$ cat src/rtl/fpga_sys_ctrl_pkg.sv
// rtl/fpga_sys_ctrl_pkg.sv - shared types and constants for the FPGA system reset/exit controller
package fpga_sys_ctrl_pkg;

  typedef enum logic [1:0] {
    WAIT_LOCK = 2'd0,
    HOLD      = 2'd1,
    RUN       = 2'd2,
    EXITED    = 2'd3
  } sys_state_e;

  typedef enum logic [1:0] {
    BLINK_ON  = 2'd0,
    BLINK_OFF = 2'd1,
    BLINK_GAP = 2'd2
  } blink_phase_e;

  // Gap between blink groups, in units of one half-period.
  localparam int GAP_MULT = 4;
  // Number of exit-code bits shown as a pulse count.
  localparam int EXIT_BLINK_BITS = 4;

  // SoC reset is released in both RUN and EXITED.
  function automatic logic soc_released(input sys_state_e s);
    return (s == RUN) || (s == EXITED);
  endfunction

  // Index of the last pulse in a group; a zero field means a full group of 2**EXIT_BLINK_BITS pulses.
  function automatic logic [EXIT_BLINK_BITS-1:0] blink_last_pulse(input logic [EXIT_BLINK_BITS-1:0] n);
    if (n == '0) begin
      return '1;
    end
    return n - 1'b1;
  endfunction

endpackage

$ cat src/rtl/fpga_btn_debounce.sv
// rtl/fpga_btn_debounce.sv - push-button debouncer producing a stable pressed level and a press pulse
module fpga_btn_debounce #(
  parameter int DEBOUNCE_CYCLES = 1000000,
  parameter int BTN_ACTIVE_LOW  = 0
) (
  input  logic clk_gen,
  input  logic rst_n,
  input  logic level_i,
  output logic stable_o,
  output logic press_o
);

  localparam int CNT_W = $clog2(DEBOUNCE_CYCLES + 1);
  localparam logic [CNT_W-1:0] CNT_LAST = CNT_W'(DEBOUNCE_CYCLES - 1);

  logic             pressed_lvl;
  logic [CNT_W-1:0] cnt_q, cnt_d;
  logic             stable_q, stable_d;
  logic             press_q, press_d;

  // Count consecutive cycles the input disagrees with the accepted level; accept after the full window.
  always_comb begin
    pressed_lvl = (BTN_ACTIVE_LOW != 0) ? ~level_i : level_i;
    cnt_d       = cnt_q;
    stable_d    = stable_q;
    press_d     = 1'b0;
    if (pressed_lvl == stable_q) begin
      cnt_d = '0;
    end else if (cnt_q >= CNT_LAST) begin
      cnt_d    = '0;
      stable_d = pressed_lvl;
      press_d  = pressed_lvl;
    end else begin
      cnt_d = cnt_q + 1'b1;
    end
  end

  // Debounce state; accepted level starts as "not pressed".
  always_ff @(posedge clk_gen or negedge rst_n) begin
    if (!rst_n) begin
      cnt_q    <= '0;
      stable_q <= 1'b0;
      press_q  <= 1'b0;
    end else begin
      cnt_q    <= cnt_d;
      stable_q <= stable_d;
      press_q  <= press_d;
    end
  end

  assign stable_o = stable_q;
  assign press_o  = press_q;

endmodule

$ cat src/rtl/fpga_sync_2ff.sv
// rtl/fpga_sync_2ff.sv - shared two-flop synchronizer cell for asynchronous single-bit inputs
module fpga_sync_2ff #(
  parameter bit RESET_VAL = 1'b0
) (
  input  logic clk_gen,
  input  logic rst_n,
  input  logic d_i,
  output logic q_o
);

  logic meta_q, meta_d;
  logic sync_q, sync_d;

  // Shift the raw level through two flops.
  always_comb begin
    meta_d = d_i;
    sync_d = meta_q;
  end

  // Synchronizer flops, reset to the idle level of the input.
  always_ff @(posedge clk_gen or negedge rst_n) begin
    if (!rst_n) begin
      meta_q <= RESET_VAL;
      sync_q <= RESET_VAL;
    end else begin
      meta_q <= meta_d;
      sync_q <= sync_d;
    end
  end

  assign q_o = sync_q;

endmodule

$ cat src/rtl/fpga_sys_reset_exit_ctrl.sv
// rtl/fpga_sys_reset_exit_ctrl.sv - SoC reset sequencer with exit-code capture and LED reporting
module fpga_sys_reset_exit_ctrl #(
  parameter int DEBOUNCE_CYCLES   = 1000000,
  parameter int RST_HOLD_CYCLES   = 256,
  parameter int BLINK_HALF_CYCLES = 12500000,
  parameter int HEARTBEAT_W       = 27,
  parameter int BTN_ACTIVE_LOW    = 0
) (
  input  logic        clk_gen,
  input  logic        rst_n,
  input  logic        rst_btn_i,
  input  logic        pll_locked_i,
  input  logic        exit_valid_i,
  input  logic [31:0] exit_value_i,
  output logic        sys_rst_no,
  output logic        run_led_o,
  output logic        exit_led_o,
  output logic        heartbeat_led_o,
  output logic [31:0] exit_code_o
);

  import fpga_sys_ctrl_pkg::*;

  localparam int HOLD_W = $clog2(RST_HOLD_CYCLES + 1);
  localparam logic [HOLD_W-1:0] HOLD_LAST = HOLD_W'(RST_HOLD_CYCLES - 1);
  localparam int BLINK_GAP_CYCLES = GAP_MULT * BLINK_HALF_CYCLES;
  localparam int BLINK_W = $clog2(BLINK_GAP_CYCLES + 1);
  localparam logic [BLINK_W-1:0] HALF_LAST = BLINK_W'(BLINK_HALF_CYCLES - 1);
  localparam logic [BLINK_W-1:0] GAP_LAST  = BLINK_W'(BLINK_GAP_CYCLES - 1);

  logic btn_s, lock_s, exit_valid_s, btn_press;

  sys_state_e                 state_q, state_d;
  logic [HOLD_W-1:0]          hold_cnt_q, hold_cnt_d;
  logic [31:0]                exit_code_q, exit_code_d;
  logic                       sys_rst_no_q, sys_rst_no_d;
  logic                       run_led_q, run_led_d;
  logic [HEARTBEAT_W-1:0]     hb_cnt_q, hb_cnt_d;
  blink_phase_e               blink_phase_q, blink_phase_d;
  logic [BLINK_W-1:0]         blink_cnt_q, blink_cnt_d;
  logic [EXIT_BLINK_BITS-1:0] pulse_idx_q, pulse_idx_d;
  logic                       exit_led_q, exit_led_d;

  fpga_sync_2ff #(.RESET_VAL(BTN_ACTIVE_LOW != 0)) u_sync_btn (
    .clk_gen (clk_gen),
    .rst_n   (rst_n),
    .d_i     (rst_btn_i),
    .q_o     (btn_s)
  );

  fpga_sync_2ff #(.RESET_VAL(1'b0)) u_sync_lock (
    .clk_gen (clk_gen),
    .rst_n   (rst_n),
    .d_i     (pll_locked_i),
    .q_o     (lock_s)
  );

  fpga_sync_2ff #(.RESET_VAL(1'b0)) u_sync_exit (
    .clk_gen (clk_gen),
    .rst_n   (rst_n),
    .d_i     (exit_valid_i),
    .q_o     (exit_valid_s)
  );

  fpga_btn_debounce #(
    .DEBOUNCE_CYCLES (DEBOUNCE_CYCLES),
    .BTN_ACTIVE_LOW  (BTN_ACTIVE_LOW)
  ) u_debounce (
    .clk_gen  (clk_gen),
    .rst_n    (rst_n),
    .level_i  (btn_s),
    .stable_o (),
    .press_o  (btn_press)
  );

  // Next state: lock loss beats a press, a press beats the per-state rule.
  always_comb begin
    state_d     = state_q;
    hold_cnt_d  = hold_cnt_q;
    exit_code_d = exit_code_q;
    if ((state_q != WAIT_LOCK) && !lock_s) begin
      state_d = WAIT_LOCK;
    end else if (btn_press && lock_s) begin
      state_d     = HOLD;
      hold_cnt_d  = '0;
      exit_code_d = '0;
    end else begin
      case (state_q)
        WAIT_LOCK: begin
          if (lock_s) begin
            state_d     = HOLD;
            hold_cnt_d  = '0;
            exit_code_d = '0;
          end
        end
        HOLD: begin
          if (hold_cnt_q == HOLD_LAST) begin
            state_d = RUN;
          end else begin
            hold_cnt_d = hold_cnt_q + 1'b1;
          end
        end
        RUN: begin
          if (exit_valid_s) begin
            state_d     = EXITED;
            exit_code_d = exit_value_i;
          end
        end
        EXITED: begin
          state_d = EXITED;
        end
        default: begin
          state_d = WAIT_LOCK;
        end
      endcase
    end
    if (state_d != HOLD) begin
      hold_cnt_d = '0;
    end
  end

  // Outputs are derived from the next state so they change together with it.
  always_comb begin
    sys_rst_no_d = soc_released(state_d);
    run_led_d    = (state_d == RUN);
    if (soc_released(state_d) && soc_released(state_q)) begin
      hb_cnt_d = (hb_cnt_q == '1) ? '0 : hb_cnt_q + 1'b1;
    end else begin
      hb_cnt_d = '0;
    end
  end

  // Blink engine: ON/OFF per pulse, then a long gap; starts lit on the first EXITED cycle.
  always_comb begin
    blink_phase_d = blink_phase_q;
    blink_cnt_d   = blink_cnt_q;
    pulse_idx_d   = pulse_idx_q;
    exit_led_d    = 1'b0;
    if (state_d != EXITED) begin
      blink_phase_d = BLINK_ON;
      blink_cnt_d   = '0;
      pulse_idx_d   = '0;
    end else if ((state_q != EXITED) || (exit_code_d == '0)) begin
      blink_phase_d = BLINK_ON;
      blink_cnt_d   = '0;
      pulse_idx_d   = '0;
      exit_led_d    = 1'b1;
    end else begin
      case (blink_phase_q)
        BLINK_ON: begin
          if (blink_cnt_q >= HALF_LAST) begin
            blink_cnt_d   = '0;
            blink_phase_d = BLINK_OFF;
          end else begin
            blink_cnt_d = blink_cnt_q + 1'b1;
          end
        end
        BLINK_OFF: begin
          if (blink_cnt_q >= HALF_LAST) begin
            blink_cnt_d = '0;
            if (pulse_idx_q == blink_last_pulse(exit_code_q[EXIT_BLINK_BITS-1:0])) begin
              pulse_idx_d   = '0;
              blink_phase_d = BLINK_GAP;
            end else begin
              pulse_idx_d   = pulse_idx_q + 1'b1;
              blink_phase_d = BLINK_ON;
            end
          end else begin
            blink_cnt_d = blink_cnt_q + 1'b1;
          end
        end
        BLINK_GAP: begin
          if (blink_cnt_q >= GAP_LAST) begin
            blink_cnt_d   = '0;
            blink_phase_d = BLINK_ON;
          end else begin
            blink_cnt_d = blink_cnt_q + 1'b1;
          end
        end
        default: begin
          blink_cnt_d   = '0;
          pulse_idx_d   = '0;
          blink_phase_d = BLINK_ON;
        end
      endcase
      exit_led_d = (blink_phase_d == BLINK_ON);
    end
  end

  // Controller registers, all cleared by the global reset.
  always_ff @(posedge clk_gen or negedge rst_n) begin
    if (!rst_n) begin
      state_q       <= WAIT_LOCK;
      hold_cnt_q    <= '0;
      exit_code_q   <= '0;
      sys_rst_no_q  <= 1'b0;
      run_led_q     <= 1'b0;
      hb_cnt_q      <= '0;
      blink_phase_q <= BLINK_ON;
      blink_cnt_q   <= '0;
      pulse_idx_q   <= '0;
      exit_led_q    <= 1'b0;
    end else begin
      state_q       <= state_d;
      hold_cnt_q    <= hold_cnt_d;
      exit_code_q   <= exit_code_d;
      sys_rst_no_q  <= sys_rst_no_d;
      run_led_q     <= run_led_d;
      hb_cnt_q      <= hb_cnt_d;
      blink_phase_q <= blink_phase_d;
      blink_cnt_q   <= blink_cnt_d;
      pulse_idx_q   <= pulse_idx_d;
      exit_led_q    <= exit_led_d;
    end
  end

  assign sys_rst_no      = sys_rst_no_q;
  assign run_led_o       = run_led_q;
  assign exit_led_o      = exit_led_q;
  assign heartbeat_led_o = hb_cnt_q[HEARTBEAT_W-1];
  assign exit_code_o     = exit_code_q;

endmodule
$ cat config.mk
export PLATFORM = sky130hd
export DESIGN_NAME = fpga_sys_reset_exit_ctrl
export DESIGN_NICKNAME = d
export VERILOG_FILES = /design/src/rtl/fpga_sys_ctrl_pkg.sv /design/src/rtl/fpga_btn_debounce.sv /design/src/rtl/fpga_sync_2ff.sv /design/src/rtl/fpga_sys_reset_exit_ctrl.sv
export SDC_FILE = /design/constraint.sdc
export NUM_CORES = 1
export LEC_CHECK = 0
export ABC_AREA = 1
export ABC_CLOCK_PERIOD_IN_PS = 3500
export BUFFER_PORTS_ARGS = -buffer_cell sky130_fd_sc_hd__buf_2
export CAP_MARGIN = 5
export CORE_MARGIN = 1.5
export CORE_UTILIZATION = 64
export DETAILED_ROUTE_END_ITERATION = 10
export GPL_TIMING_DRIVEN = 0
export MAX_ROUTING_LAYER = met4
export PLACE_DENSITY_LB_ADDON = 0.08
export SETUP_SLACK_MARGIN = 0.3
export SLEW_MARGIN = 20
export SYNTH_ARGS = -nofsm -noshare
export SYNTH_HDL_FRONTEND = slang
export SYNTH_SLANG_ARGS = --single-unit
$ cat constraint.sdc
create_clock -name clk_gen -period 3.5 [get_ports clk_gen]
set_input_delay 0.7 -clock clk_gen [delete_from_list [all_inputs] [get_ports clk_gen]]
set_output_delay 0.7 -clock clk_gen [all_outputs]
set_load 0.01 [all_outputs]
After elaboration in Yosys (flattened, before gate mapping)

Cells that the tools add are included.

Logic and storage cells: 122
Flip-flop bits (word level): 133
Input port bits: 37
Output and inout bits: 36

Bitwise operators: 1
$add $sub $neg: 6
Multiplexer cells: 55
$lt $le $gt $ge: 3
Equal/unequal tests: 19
Reductions and logical operators: 19

Operators with widths:

| kind                  | count |
|---|---|
| $mux 32               | 4 |
| $mux 26               | 4 |
| $pmux 32 s2           | 1 |
| $mux 27               | 2 |
| $pmux 26 s2           | 1 |
| $mux 9                | 5 |
| $mux 20               | 2 |
| $mux 4                | 10 |
| $logic_not 32->1      | 1 |
| $add 27x1->27 const B | 1 |
| $eq 27x27->1 const B  | 1 |
| $add 26x1->26 const B | 1 |
| $ge 26x24->1 const B  | 1 |
| $ge 26x26->1 const B  | 1 |
| $mux 2                | 13 |
| $add 20x1->20 const B | 1 |
| $ge 20x20->1 const B  | 1 |
| $pmux 9 s2            | 1 |
| $eq 2x2->1 const B    | 5 |
| $add 9x1->9 const B   | 1 |
| $eq 9x8->1 const B    | 1 |
| $mux 1                | 9 |
| $ne 4x4->1 const B    | 2 |
| $pmux 2 s4            | 1 |
| 22 further kinds      | 33 |

Logic depth before layout (Yosys ltp)

Gate-level depths: netlist of the first run.

Word-level depth: 22
Depth in mapped cells: 15

By module

A second synthesis of the first run with hierarchy kept.

Cells, all modules: 1,048
Area total of the unflattened synthesis: 7,708.6 µm²

Modules (own cells, without submodules):

| module                   | seq. area each (µm²) | area an instance (µm²) | cells an instance | instances |
|---|---|---|---|---|
| fpga_sys_reset_exit_ctrl | 2,627.5              | 6,162.2                | 871               | 1 |
| fpga_btn_debounce        | 550.5                | 1,396.3                | 171               | 1 |
| fpga_sync_2ff            | 50.0                 | 50.0                   | 2                 | 3 |

Worst setup path after synthesis of the first run

No wires, ideal clock.

Kind: reg-to-reg
From: register hold_cnt_q[0]
To: register blink_cnt_q[14]
Path slack: 1.421 ns
Library setup time: 0.071 ns
Path buffers: 1
Cell stages (with the launch flop): 15
Data arrival time: 2.008 ns
Cell sequence: dfrtp_1 > ha_1 > nand3_1 > nor2_1 > nand3_1 > nor2_1 > ha_1 > nand2_1 > o21ai_0 > a31oi_1 > inv_1 > nor2_2 > nand4_4 > buf_6 > nor2_1

Cells in the longest elaborated chain, start to end: 7

Ends and longest elaborated chain:

| element                   | RTL line                        | source |
|---|---|---|
| start: declaration        | fpga_sys_reset_exit_ctrl.sv:34  | `logic [HOLD_W-1:0] hold_cnt_q, hold_cnt_d;` |
| start signal: assignment  | fpga_sys_reset_exit_ctrl.sv:205 | `hold_cnt_q <= hold_cnt_d;` |
| $eq 9x8->1                | fpga_sys_reset_exit_ctrl.sv:97  | `if (hold_cnt_q == HOLD_LAST) begin` |
| $mux 2                    | fpga_sys_reset_exit_ctrl.sv:97  |  |
| $pmux 2 s4                | fpga_sys_reset_exit_ctrl.sv:88  | `case (state_q)` |
| $mux 2                    | fpga_sys_reset_exit_ctrl.sv:83  | `end else if (btn_press && lock_s) begin` |
| $mux 2                    | fpga_sys_reset_exit_ctrl.sv:81  | `if ((state_q != WAIT_LOCK) && !lock_s) begin` |
| named net state_d[0]      | fpga_sys_reset_exit_ctrl.sv:33  | `sys_state_e state_q, state_d;` |
| $ne 2x2->1                | fpga_sys_reset_exit_ctrl.sv:139 | `if (state_d != EXITED) begin` |
| $mux 26                   | fpga_sys_reset_exit_ctrl.sv:139 |  |
| named net blink_cnt_d[14] | fpga_sys_reset_exit_ctrl.sv:40  | `logic [BLINK_W-1:0] blink_cnt_q, blink_cnt_d;` |
| end signal: assignment    | fpga_sys_reset_exit_ctrl.sv:211 | `blink_cnt_q <= blink_cnt_d;` |
| end: declaration          | fpga_sys_reset_exit_ctrl.sv:40  |  |

The timed path passes the listed nets, and every way through them passes these cells.
A chain may end at the register's enable or synchronous reset.

Worst setup path after layout of the first run

From: register state_q[1]
To: register pulse_idx_q[3]

Cells in the longest elaborated chain, start to end: 8
Elaborated cells between the ends (all ways): 24

Ends and longest elaborated chain:

| element                                                            | RTL line                        | source |
|---|---|---|
| start: declaration                                                 | fpga_sys_reset_exit_ctrl.sv:33  |  |
| start signal: assignment                                           | fpga_sys_reset_exit_ctrl.sv:204 | `state_q <= state_d;` |
| $eq 2x2->1 / $logic_not 2->1 (equally long branches)               | fpga_sys_reset_exit_ctrl.sv:88  |  |
| $pmux 32 s2                                                        | fpga_sys_reset_exit_ctrl.sv:88  |  |
| $mux 32                                                            | fpga_sys_reset_exit_ctrl.sv:83  |  |
| $mux 32                                                            | fpga_sys_reset_exit_ctrl.sv:81  |  |
| $logic_not 32->1                                                   | fpga_sys_reset_exit_ctrl.sv:143 | `end else if ((state_q != EXITED) \|\| (exit_code_d == '0)) begin` |
| $logic_or 1x1->1                                                   | fpga_sys_reset_exit_ctrl.sv:143 |  |
| $ne 4x4->1 (no source line) (tied with other cells)                | --                              |  |
| $reduce_and 2->1 (no source line) / $mux 4 (equally long branches) | --                              |  |
| end signal: assignment                                             | fpga_sys_reset_exit_ctrl.sv:212 | `pulse_idx_q <= pulse_idx_d;` |
| end: declaration                                                   | fpga_sys_reset_exit_ctrl.sv:41  | `logic [EXIT_BLINK_BITS-1:0] pulse_idx_q, pulse_idx_d;` |

Parallel ways exist; a longest one is shown, timed or not.

==> Flow_metrics.wiki, run 1 <==
{| class="wikitable"
! Metric !! Value
|-
| Outcome || complete, no violations
|-
| Cells after Synth || between 1000 and 1500
|-
| Via count of the first global-routing pass || slightly above 6000
|-
| Max_slew headroom || 64.36%
|-
| Latest clock arrival within the worst-skew pair || ~0.42 ns
|-
| Longest individual stage delay on the worst path || between 0.4 and 0.5 ns
|-
| Total placed cells including tap cells || 1247
|-
| Final Routed Wirelength || ~16 mm
|-
| Commonest cells after routing, fill and taps aside || nand2_1, inv_1, nor2_1
|-
| RSZ-0062 raised after global routing || no
|-
| Category of the most critical setup path || reg2reg
|-
| Placement Rows || 39
|-
| Wire length per cell || roughly 13 um
|-
| Yosys synthesis warning count || 0
|-
| Transition time at the pin with the least slew margin || roughly 0.53 ns
|-
| Maximum fanout count along the critical path || 10
|-
| Synthesized Nets || between 1000 and 1500
|-
| Die area || approximately 0.012 mm2
|-
| Global-route wire length before repair || between 20 and 30 mm
|-
| Total power || 3.322 mW
|-
| Cell type of the slowest stage on the worst timing path || dfrtp_1
|-
| Period utilization || a little under three quarters
|-
| Routed met1 length || 7.410 mm
|-
| Post-CTS setup buffer count || 0
|-
| Remaining antenna violation count || 0
|-
| CTS sink count || around 130
|-
| Crit end category || flip-flop
|-
| Count of cells resized by post-cts repair || 0
|-
| H-tree levels || 4
|-
| Width of the die || roughly 110 um
|-
| Number of clock buffers inserted by TritonCTS || 17
|-
| Final hold vios || 0
|-
| Critical-path cell list || inv_2, nand2_2, nand2_1, buf_2, nor2_1, a21oi_1, nand2_1, nor2_1, nand2_1, nor2_1, nand2_1, nand3_1, nor2_1
|-
| Seq/Total Area, Yosys || between 40 and 50%
|-
| Worst hold-check path type || in2async
|-
| Worst vdd rail ir drop || about 450 uV
|-
| Layout cell share with drive strength beyond 1 || between 10 and 15%
|-
| Routed via count divided by cell count || 5.233
|-
| Utilization of the core after routing || between 70% and 80%
|-
| I/O Buffers || 72
|-
| Area grow syn2layout || 14.94%
|-
| Clock-pin transition on the worst setup and hold timing paths || approximately 0.060 ns
|-
| GR Overflow Total || 0
|-
| CTS Hold Buffers Added || 0
|-
| Number of max-cap violations || 0
|-
| Most common library cell in the layout ignoring fill and taps || nand2_1
|-
| Wire length on met2 || about 7.9 mm
|-
| Final instance count without filler cells || 1277
|-
| Count of TritonRoute iterations in the first routing pass || 5
|-
| Met3 wire length || roughly 810 um
|-
| Setup-violating endpoint count in the final report || 0
|-
| Data required time of the critical path || approximately 3.8 ns
|-
| Chip height || between 100 and 150 um
|-
| Top achievable clock speed || approximately 0.4 GHz
|-
| Vias || around 6700
|-
| Filler Cells Inserted || between 800 and 900
|-
| Starting density of the core || 65.48%
|-
| Minimum clock period || 2.504 ns
|-
| Lkg Pwr || about 4.5 nW
|-
| Violation count after the first detailed-route iteration || 536
|-
| Placeable core region || around 0.011 mm2
|-
| Cell area power density || between 300 and 400 mW/mm2
|-
| Worst Clk Skew || roughly 0.0069 ns
|-
| Longest Clk Path Bufs || 2
|-
| Weighted congestion at the end of routability-driven global placement || 0.8757
|-
| Buffer cell driving the clock tree root || clkbuf_16
|-
| Number of pins exceeding their max-slew limit in the final report || 0
|-
| Category of the worst setup path launch point || flip-flop
|-
| Diode insertion count for antenna repair || 0
|-
| #FFs+latches synth || between 100 and 150
|-
| Remaining routing DRC violations || 0
|-
| Final-stage net count || around 1200
|-
| Syn Area/Cell || a little over 7 um2
|-
| Initial antenna violation count || 0
|-
| Synth Cell Area || 0.007477 mm2
|-
| Clock tree from TritonCTS || done
|-
| Cell variety after synth || 36
|-
| Global-route usage over all layers || about 29%
|-
| I/O pin count || 73
|-
| Top layer reached by signal wires || met4
|-
| DP Wirelength || about 11 mm
|-
| Data arrival time of the critical path || ~2.8 ns
|-
| Largest net degree at the start of global routing || 77
|}
-- logic make-up after synthesis --
group	synth area share, %
compound gates	6.292
fa+ha+maj	1.171
buf+inv	9.120
simple gates	33.52
flops	44.51
xor+xnor	5.388
-- final timing paths --
kind	to	cells past startpoint	startpoint	slack, ns
max in group asynchronous	blink_cnt_q[10]$_DFF_PN0_	2	rst_n	2.59
worst max-delay path	pulse_idx_q[3]$_DFFE_PN0P_	13	state_q[1]$_DFF_PN0_	1.0
min in group clk_gen	u_sync_exit.q_o$_DFF_PN0_	0	u_sync_exit.meta_q$_DFF_PN0_	0.35
worst min-delay path	exit_code_o[23]$_DFF_PN0_	1	rst_n	0.19
worst min register to register	u_sync_exit.q_o$_DFF_PN0_	0	u_sync_exit.meta_q$_DFF_PN0_	0.35
worst max register to register	pulse_idx_q[3]$_DFFE_PN0P_	13	state_q[1]$_DFF_PN0_	1.0
-- cell type report --
cell class / instances / area (um2) / share of cell area, %
plain buffers: 25 / 133.9 / 1.558
clock buffers: 20 / 456.7 / 5.314
clock inverters: 10 / 83.83 / 0.9754
inverters: 146 / 548.0 / 6.376
multi-input cells: 727 / 3467 / 40.34
flip-flops and latches: 133 / 3328 / 38.72
well taps: 143 / 178.9 / 2.082
repair buffers: 73 / 397.9 / 4.630
-- critical path: cells and delay by family, from the launching register on --
| kind | cells | cell delay [ns] |
|---|---|---|
| compound gates | 1 | 0.21 |
| flops | 1 | 0.44 |
| simple gates | 10 | 1.31 |
| buf+inv | 2 | 0.40 |
-- synth_stat cells --
master	count	share of area, %
o21a_1	1	0.10
a21oi_4	1	0.22
dfrtp_1	133	45
nand4_4	1	0.28
nand4_1	10	0.84
a211oi_1	2	0.20
buf_6	2	0.30
nor2_1	140	7.0
xor2_1	27	3.2
and2_0	1	0.084
nor4_1	7	0.59
xnor2_1	19	2.2
buf_2	17	1.1
o21ai_0	28	1.9
nor3b_1	9	0.90
a41oi_1	1	0.12
ha_1	7	1.2
inv_2	4	0.20
a31oi_1	2	0.17
and3_1	2	0.17
nand2_2	1	0.084
o21ai_2	1	0.12
o2111ai_1	1	0.12
inv_1	142	7.1
nand2_1	295	15
nand3_1	46	3.1
a21oi_1	48	3.2
nor4b_1	1	0.12
o22ai_1	2	0.17
or2_2	5	0.42
nor3_1	42	2.8
clkbuf_1	5	0.25
buf_4	1	0.10
nor2_2	23	1.9
nand3b_1	3	0.30
and2_1	1	0.084
-- where the power goes --
group / internal [mW] / switching, mW / leakage [nW]
Combinational: 0.0417 / 0.0921 / 2.35
Clock: 0.997 / 0.638 / 0.267
Sequential: 1.55 / 0.00649 / 1.84
-- metrics by stage --
step | setup TNS (ns) | setup slack [ns] | hold slack (ns) | instance area (um2)
after floorplan | 0 | 1.421 | 0.3312 | 7477
after global placement | -2.804 | -0.02992 | 0.3443 | 8016
after detailed placement | 0 | 1.047 | 0.3451 | 8054
after CTS | 0 | 1.040 | 0.2096 | 8594
after global routing | 0 | 0.6950 | 0.2233 | 8594
final | 0 | 0.9960 | 0.1918 | 8594
-- per-layer routing --
layer,vias to the layer above,global-route usage (%)
li1,3397,-
met1,3076,37.74
met2,190,45.84
met3,20,6.069
met4,0,6.920
met5,-,-
-- state kept, by name (all words and copies together) (netlist names), 2 cells and up --
register and flops:
u_debounce.cnt_q 20, blink_phase_q 2, hb_cnt_q 27, pulse_idx_q 4, blink_cnt_q 26, exit_code_o 32
state_q 2, hold_cnt_q 9
(Power assumes the default switching activity.)
==> inputs of run 2 (changes only) <==
- ABC_CLOCK_PERIOD_IN_PS: 3500 -> 2460
- CORE_UTILIZATION: 64 -> 60
- clock period: 3.5 -> 2.46 ns (I/O delays scaled with it)
==> Flow_metrics.wiki, run 2 (synthesis gave the netlist of run 1 again) <==
{| class="wikitable"
! Metric !! Value
|-
| DP Wirelength || approximately 12 mm
|-
| Final hold vios || 0
|-
| I/O Buffers || 72
|-
| Worst Clk Skew || 0.008382 ns
|-
| Number of pins exceeding their max-slew limit in the final report || 0
|-
| Number of clock buffers inserted by TritonCTS || 17
|-
| H-tree levels || 4
|-
| Category of the worst setup path launch point || flip-flop
|-
| Worst hold-check path type || in2reg
|-
| Layout cell share with drive strength beyond 1 || between 20% and 30%
|-
| Transition time at the pin with the least slew margin || just over 0.6 ns
|-
| Data arrival time of the critical path || approximately 2.6 ns
|-
| Count of TritonRoute iterations in the first routing pass || 6
|-
| Diode insertion count for antenna repair || 0
|-
| R2r setup slk || 0.19 ns
|-
| Maximum fanout count along the critical path || 10
|-
| Remaining antenna violation count || 0
|-
| Max_slew headroom || about 59%
|-
| GR Overflow Total || 0
|-
| Lkg Pwr || approximately 4.7 nW
|-
| I/O pin count || 73
|-
| Max reg flops || 32
|-
| Longest Clk Path Bufs || 2
|-
| Wire length on met2 || 9.140 mm
|-
| Source of the worst register-to-register timing path || state_q[1]$_DFF_PN0_
|-
| Global-route wire length before repair || just under 30 mm
|-
| Capturing element of the worst setup path || blink_cnt_q[9]$_DFF_PN0_
|-
| Clock power frac || between 40% and 50%
|-
| Weighted congestion at the end of routability-driven global placement || 0.8778
|-
| Worst r2r path cells || 15
|-
| Crit path launch || state_q[1]$_DFF_PN0_
|-
| Width of the die || between 100 and 150 um
|-
| Number of max-cap violations || 0
|-
| Violation count after the first detailed-route iteration || 606
|-
| Vias || between 6000 and 7000
|-
| Switching power total || roughly 1.1 mW
|-
| Latest clock arrival within the worst-skew pair || 0.42 ns
|-
| Minimum clock period || 2.266 ns
|-
| RSZ-0062 raised after global routing || yes
|-
| Most common library cell in the layout ignoring fill and taps || nand2_1
|-
| Part of the total power dissipated in combinational logic || approximately 5.2%
|-
| Placed Instance Area || 0.008085 mm2
|-
| Starting density of the core || slightly above 60%
|-
| Chip height || about 110 um
|-
| Data required time of the critical path || approximately 2.8 ns
|-
| Global-route usage over all layers || around 30%
|-
| Category of the most critical setup path || reg2reg
|-
| Clock tree from TritonCTS || done
|-
| Crit end category || flip-flop
|-
| Initial antenna violation count || 0
|-
| Period utilization || between 90 and 100%
|-
| Commonest cells after routing, fill and taps aside || nand2_1, inv_1, dfrtp_1
|-
| Via count of the first global-routing pass || around 6500
|-
| Outcome || complete, no violations
|-
| Final-stage net count || 1199
|-
| Top achievable clock speed || 0.4412 GHz
|-
| CTS sink count || about 130
|-
| Remaining routing DRC violations || 0
|-
| Die area || between 0.01 and 0.015 mm2
|-
| Routed met1 length || between 8 and 9 mm
|-
| Sequential share of power || a little under half
|-
| Area grow syn2layout || 25.35%
|-
| Cell area power density || around 520 mW/mm2
|-
| Filler Cells Inserted || ~900
|-
| Setup-violating endpoint count in the final report || 0
|-
| Largest net degree at the start of global routing || 88
|-
| Internal power of the cells || approximately 3.8 mW
|-
| Wire length per cell || ~14 um
|-
| Top layer reached by signal wires || met4
|-
| Met3 wire length || around 820 um
|-
| Routed via count divided by cell count || 5.240
|-
| Placeable core region || roughly 0.012 mm2
|-
| Final Routed Wirelength || roughly 18 mm
|-
| Clock-pin transition on the worst setup and hold timing paths || ~0.06 ns
|-
| Switching part of the total || 22.12%
|-
| Area of all placed cells without fillers || 0.009373 mm2
|-
| Buffer cell driving the clock tree root || clkbuf_16
|-
| Worst vdd rail ir drop || ~670 uV
|-
| Crit Reg-Reg Endpoint || blink_cnt_q[9]$_DFF_PN0_
|-
| Total negative slack for setup checks || 0 ns
|-
| Placement Rows || 40
|}
## run 2: final cells by class
| class | instances | area (um2) | area share [%] |
|---|---|---|---|
| Inverter | 146 | 550.5 | 5.874 |
| Clock buffer | 22 | 454.2 | 4.846 |
| Tap cell | 168 | 210.2 | 2.243 |
| Sequential cell | 133 | 3333 | 35.56 |
| Clock inverter | 9 | 105.1 | 1.121 |
| Multi-Input combinational cell | 727 | 3745 | 39.95 |
| Buffer | 25 | 232.7 | 2.483 |
| Timing Repair Buffer | 105 | 742.0 | 7.916 |
## run 2: worst min-delay path by stage
stage,from,endpoint,slack [ns],cells after the start
finish,exit_valid_i,u_sync_exit.meta_q$_DFF_PN0_,0.17,1
global route,exit_valid_i,u_sync_exit.meta_q$_DFF_PN0_,0.16,1
CTS,exit_valid_i,u_sync_exit.meta_q$_DFF_PN0_,0.16,1
detailed placement,u_sync_exit.meta_q$_DFF_PN0_,u_sync_exit.q_o$_DFF_PN0_,0.34,0
global placement,u_sync_lock.meta_q$_DFF_PN0_,u_sync_lock.q_o$_DFF_PN0_,0.33,0
floorplan,rst_n,blink_cnt_q[0]$_DFF_PN0_,0.20,0
## run 2: repair_timing
item	CTS	global route
cloned	1	4
setup buffers	9	17
pin swaps	10	28
hold buffers	1	0
resized for setup	42	89
endpoints found under the hold margin	46	0
setup endpoints to repair	54	70
## run 2: stage by stage
step / hold slack, ns / total power, mW / utilization, % / worst slack, ns / instances
6_report: 0.1735 / 4.886 / 77.71 / 0.1936 / 1335
5_1_grt: 0.1599 / 5.049 / 77.71 / 0.07547 / 1335
4_1_cts: 0.1568 / 4.882 / 73.77 / 0.2249 / 1314
3_5_place_dp: 0.3426 / 2.443 / 67.03 / 0.07036 / 1272
3_3_place_gp: 0.3335 / 2.434 / 66.72 / -0.9292 / 1271
2_1_floorplan: 0.1964 / 2.332 / - / 0.3806 / 1031
## run 2: worst max-delay path: stages (launching register included)
cell and delay [ns]:
dfrtp_2 0.47, inv_4 0.11, nand2_4 0.08, nand2_4 0.13, buf_6 0.16, nor2_1 0.06
a21oi_1 0.18, nand2_1 0.10, nor2_2 0.12, nand2_1 0.08, nor2_2 0.14, nand2_2 0.11
nand4_4 0.11, buf_12 0.14, clkbuf_16 0.14, nor2_2 0.03
## run 2: layer usage
| layer | vias to the layer above | GRT usage [%] |
|---|---|---|
| li1 | 3473 | - |
| met3 | 31 | 5.506 |
| met4 | 0 | 10.33 |
| met5 | - | - |
| met1 | 3290 | 37.26 |
| met2 | 201 | 46.83 |
## run 2: power by group through the flow
| stage | sequential [mW] | combinational [mW] | clock [mW] |
|---|---|---|---|
| floorplan | 2.25 | 0.0857 | 0 |
| global placement | 2.25 | 0.186 | 0 |
| detailed placement | 2.25 | 0.195 | 0 |
| CTS | 2.21 | 0.213 | 2.46 |
| global route | 2.21 | 0.281 | 2.56 |
| finish | 2.21 | 0.254 | 2.42 |
==> inputs of run 3 (changes only) <==
- CTS_BUF_LIST: unset -> sky130_fd_sc_hd__clkbuf_8 sky130_fd_sc_hd__clkbuf_16
==> Flow_metrics.wiki, run 3 (synthesis gave the netlist of run 1 again) <==
{| class="wikitable"
! Metric !! Value
|-
| Max reg flops || 32
|-
| Clock-pin transition on the worst setup and hold timing paths || roughly 0.060 ns
|-
| Number of clock buffers inserted by TritonCTS || 17
|-
| H-tree levels || 4
|-
| Most common library cell in the layout ignoring fill and taps || nand2_1
|-
| Cell count of the worst hold path || 1
|-
| Setup-violating endpoint count in the final report || 0
|-
| I/O pin count || 73
|-
| Worst Setup Slack post-DPL || between 0.07 and 0.08 ns
|-
| Category of the most critical setup path || reg2reg
|-
| Source of the worst hold timing path || exit_valid_i
|-
| Count of TritonRoute iterations in the first routing pass || 7
|-
| Largest net degree at the start of global routing || 88
|-
| Remaining routing DRC violations || 0
|-
| Crit end category || flip-flop
|-
| I/O Buffers || 72
|-
| RSZ-0062 raised after global routing || yes
|-
| Maximum fanout count along the critical path || 6
|-
| Transition time at the pin with the least slew margin || about 0.58 ns
|-
| Outcome || complete, no violations
|-
| Area of all placed cells without fillers || roughly 0.0094 mm2
|-
| Final-stage net count || 1201
|-
| Lkg Pwr || approximately 4.8 nW
|-
| Category of the worst setup path launch point || flip-flop
|-
| Crit Reg-Reg Endpoint || blink_cnt_q[5]$_DFF_PN0_
|-
| Filler Cells Inserted || just under 900
|-
| Period utilization || slightly above 90%
|-
| Total placed cells including tap cells || 1272
|-
| Routed via count divided by cell count || ~5.3
|-
| Source of the worst register-to-register timing path || u_sync_exit.q_o$_DFF_PN0_
|-
| Diode insertion count for antenna repair || 0
|-
| Final hold vios || 0
|-
| GR Overflow Total || 0
|-
| Layout cell share with drive strength beyond 1 || about 22%
|-
| Number of max-cap violations || 0
|-
| Chip height || around 110 um
|-
| Final instance count without filler cells || 1337
|-
| CTS sink count || ~130
|-
| Longest Clk Path Bufs || 2
|-
| Final worst hold slack || roughly 0.17 ns
|-
| Clock tree from TritonCTS || done
|-
| Latest clock arrival within the worst-skew pair || between 0.4 and 0.5 ns
|-
| Initial antenna violation count || 0
|-
| Worst r2r path cells || 16
|-
| Width of the die || 114.6 um
|-
| Area grow syn2layout || 25.65%
|-
| Number of pins exceeding their max-slew limit in the final report || 0
|-
| Vias || ~7100
|-
| Final Routed Wirelength || 18.44 mm
|-
| R2r setup slk || roughly 0.20 ns
|-
| Via count of the first global-routing pass || between 6000 and 7000
|-
| Minimum clock period || around 2.3 ns
|-
| Commonest cells after routing, fill and taps aside || nand2_1, inv_1, dfrtp_1
|-
| Placement Rows || 40
|-
| Starting density of the core || 61.99%
|-
| DP Wirelength || between 10 and 15 mm
|-
| Placeable core region || roughly 0.012 mm2
|-
| Worst hold-check path type || in2reg
|-
| Die area || 0.01314 mm2
|-
| Weighted congestion at the end of routability-driven global placement || 0.8778
|-
| Top achievable clock speed || 0.4417 GHz
|-
| Endpoint of the worst hold-timing path || u_sync_exit.meta_q$_DFF_PN0_
|-
| Remaining antenna violation count || 0
|-
| Worst Clk Skew || around 0.0089 ns
|-
| Total power || about 4.9 mW
|-
| Data arrival time of the critical path || around 2.6 ns
|-
| Global-route usage over all layers || about 29%
|-
| Max_slew headroom || roughly three fifths
|-
| Placed Instance Area || just over 0.008 mm2
|-
| Wire length per cell || ~14 um
|-
| Post-layout worst setup margin || between 0.15 and 0.2 ns
|-
| Violation count after the first detailed-route iteration || approximately 540
|-
| Buffer cell driving the clock tree root || clkbuf_16
|-
| Cell area power density || 519.0 mW/mm2
|-
| Worst vdd rail ir drop || ~660 uV
|-
| Global-route wire length before repair || just under 30 mm
|-
| Data required time of the critical path || roughly 2.8 ns
|}
run 3: cell count changes in the layout (fill, tap and decap cells not counted), moves of 2 or more:
cell	previous run	this run
buf_4	31	34
o21ai_0	21	23
inv_1	140	144
o21ai_1	6	4
clkbuf_1	5	1
nor2_4	7	9
nor2_2	32	30
run 3: worst max-delay path by stage:
stage | startpoint | to | cells past startpoint
CTS | hold_cnt_q[1]$_DFFE_PN0P_ | blink_cnt_q[14]$_DFF_PN0_ | 15
global placement | rst_n | u_debounce.cnt_q[0]$_DFF_PN0_ | 1
floorplan | hold_cnt_q[0]$_DFFE_PN0P_ | blink_cnt_q[14]$_DFF_PN0_ | 14
global route | u_sync_exit.q_o$_DFF_PN0_ | blink_cnt_q[3]$_DFF_PN0_ | 16
detailed placement | hold_cnt_q[0]$_DFFE_PN0P_ | blink_cnt_q[14]$_DFF_PN0_ | 13
finish | u_sync_exit.q_o$_DFF_PN0_ | blink_cnt_q[5]$_DFF_PN0_ | 16
run 3: worst max-delay path, cell delays in order (launching register included):
cell and delay [ns]:
dfrtp_2 0.48, buf_8 0.17, buf_6 0.12, nand2_1 0.04, o21ai_0 0.07, nand2_1 0.06
nand2_1 0.07, a21oi_2 0.16, nand2_1 0.09, nor2_2 0.13, nand2_1 0.07, nor2_2 0.14
nand2_2 0.11, nand4_4 0.11, buf_12 0.14, clkbuf_16 0.14, nor2_2 0.03
run 3: layer usage:
metal | GRT usage (%) | share of wire, % | up-vias
met1 | 36.88 | 43 | 3346
met5 | - | 0 | -
met4 | 10.33 | 1.5 | 0
li1 | - | - | 3473
met2 | 46.79 | 50 | 210
met3 | 6.141 | 5.4 | 27
run 3: metrics by stage:
step	util (%)	TNS [ns]
after global placement	66.72	-122.05
after CTS	73.77	0
after detailed placement	67.03	0
after global routing	77.89	0
final	77.89	0
after floorplan	-	0
run 3: what timing repair did:
| action | CTS | global route |
|---|---|---|
| gates cloned | 1 | 4 |
| hold buffers | 1 | 0 |
| pin swaps | 10 | 17 |
| endpoints found under the setup margin | 54 | 70 |
| endpoints found under the hold margin | 46 | 0 |
| buffers inserted | 9 | 19 |
| gates resized for setup | 42 | 88 |
run 3: power breakdown:
group / total [mW] / internal (mW) / switching [mW] / leakage (nW)
sequential: 2.21 / 2.20 / 0.0113 / 1.84
clock: 2.41 / 1.49 / 0.923 / 0.290
combinational: 0.253 / 0.0985 / 0.154 / 2.65
run 3: final cells by class:
type | instances | area (um2) | area share (%)
timing repair buffer | 107 | 753.2 | 8.017
inverter | 146 | 553.0 | 5.886
tap | 168 | 210.2 | 2.237
buffer | 25 | 240.2 | 2.557
multi-input combinational | 727 | 3747 | 39.89
clock buffer | 18 | 439.2 | 4.674
clock inverter | 13 | 120.1 | 1.278
sequential | 133 | 3332 | 35.46
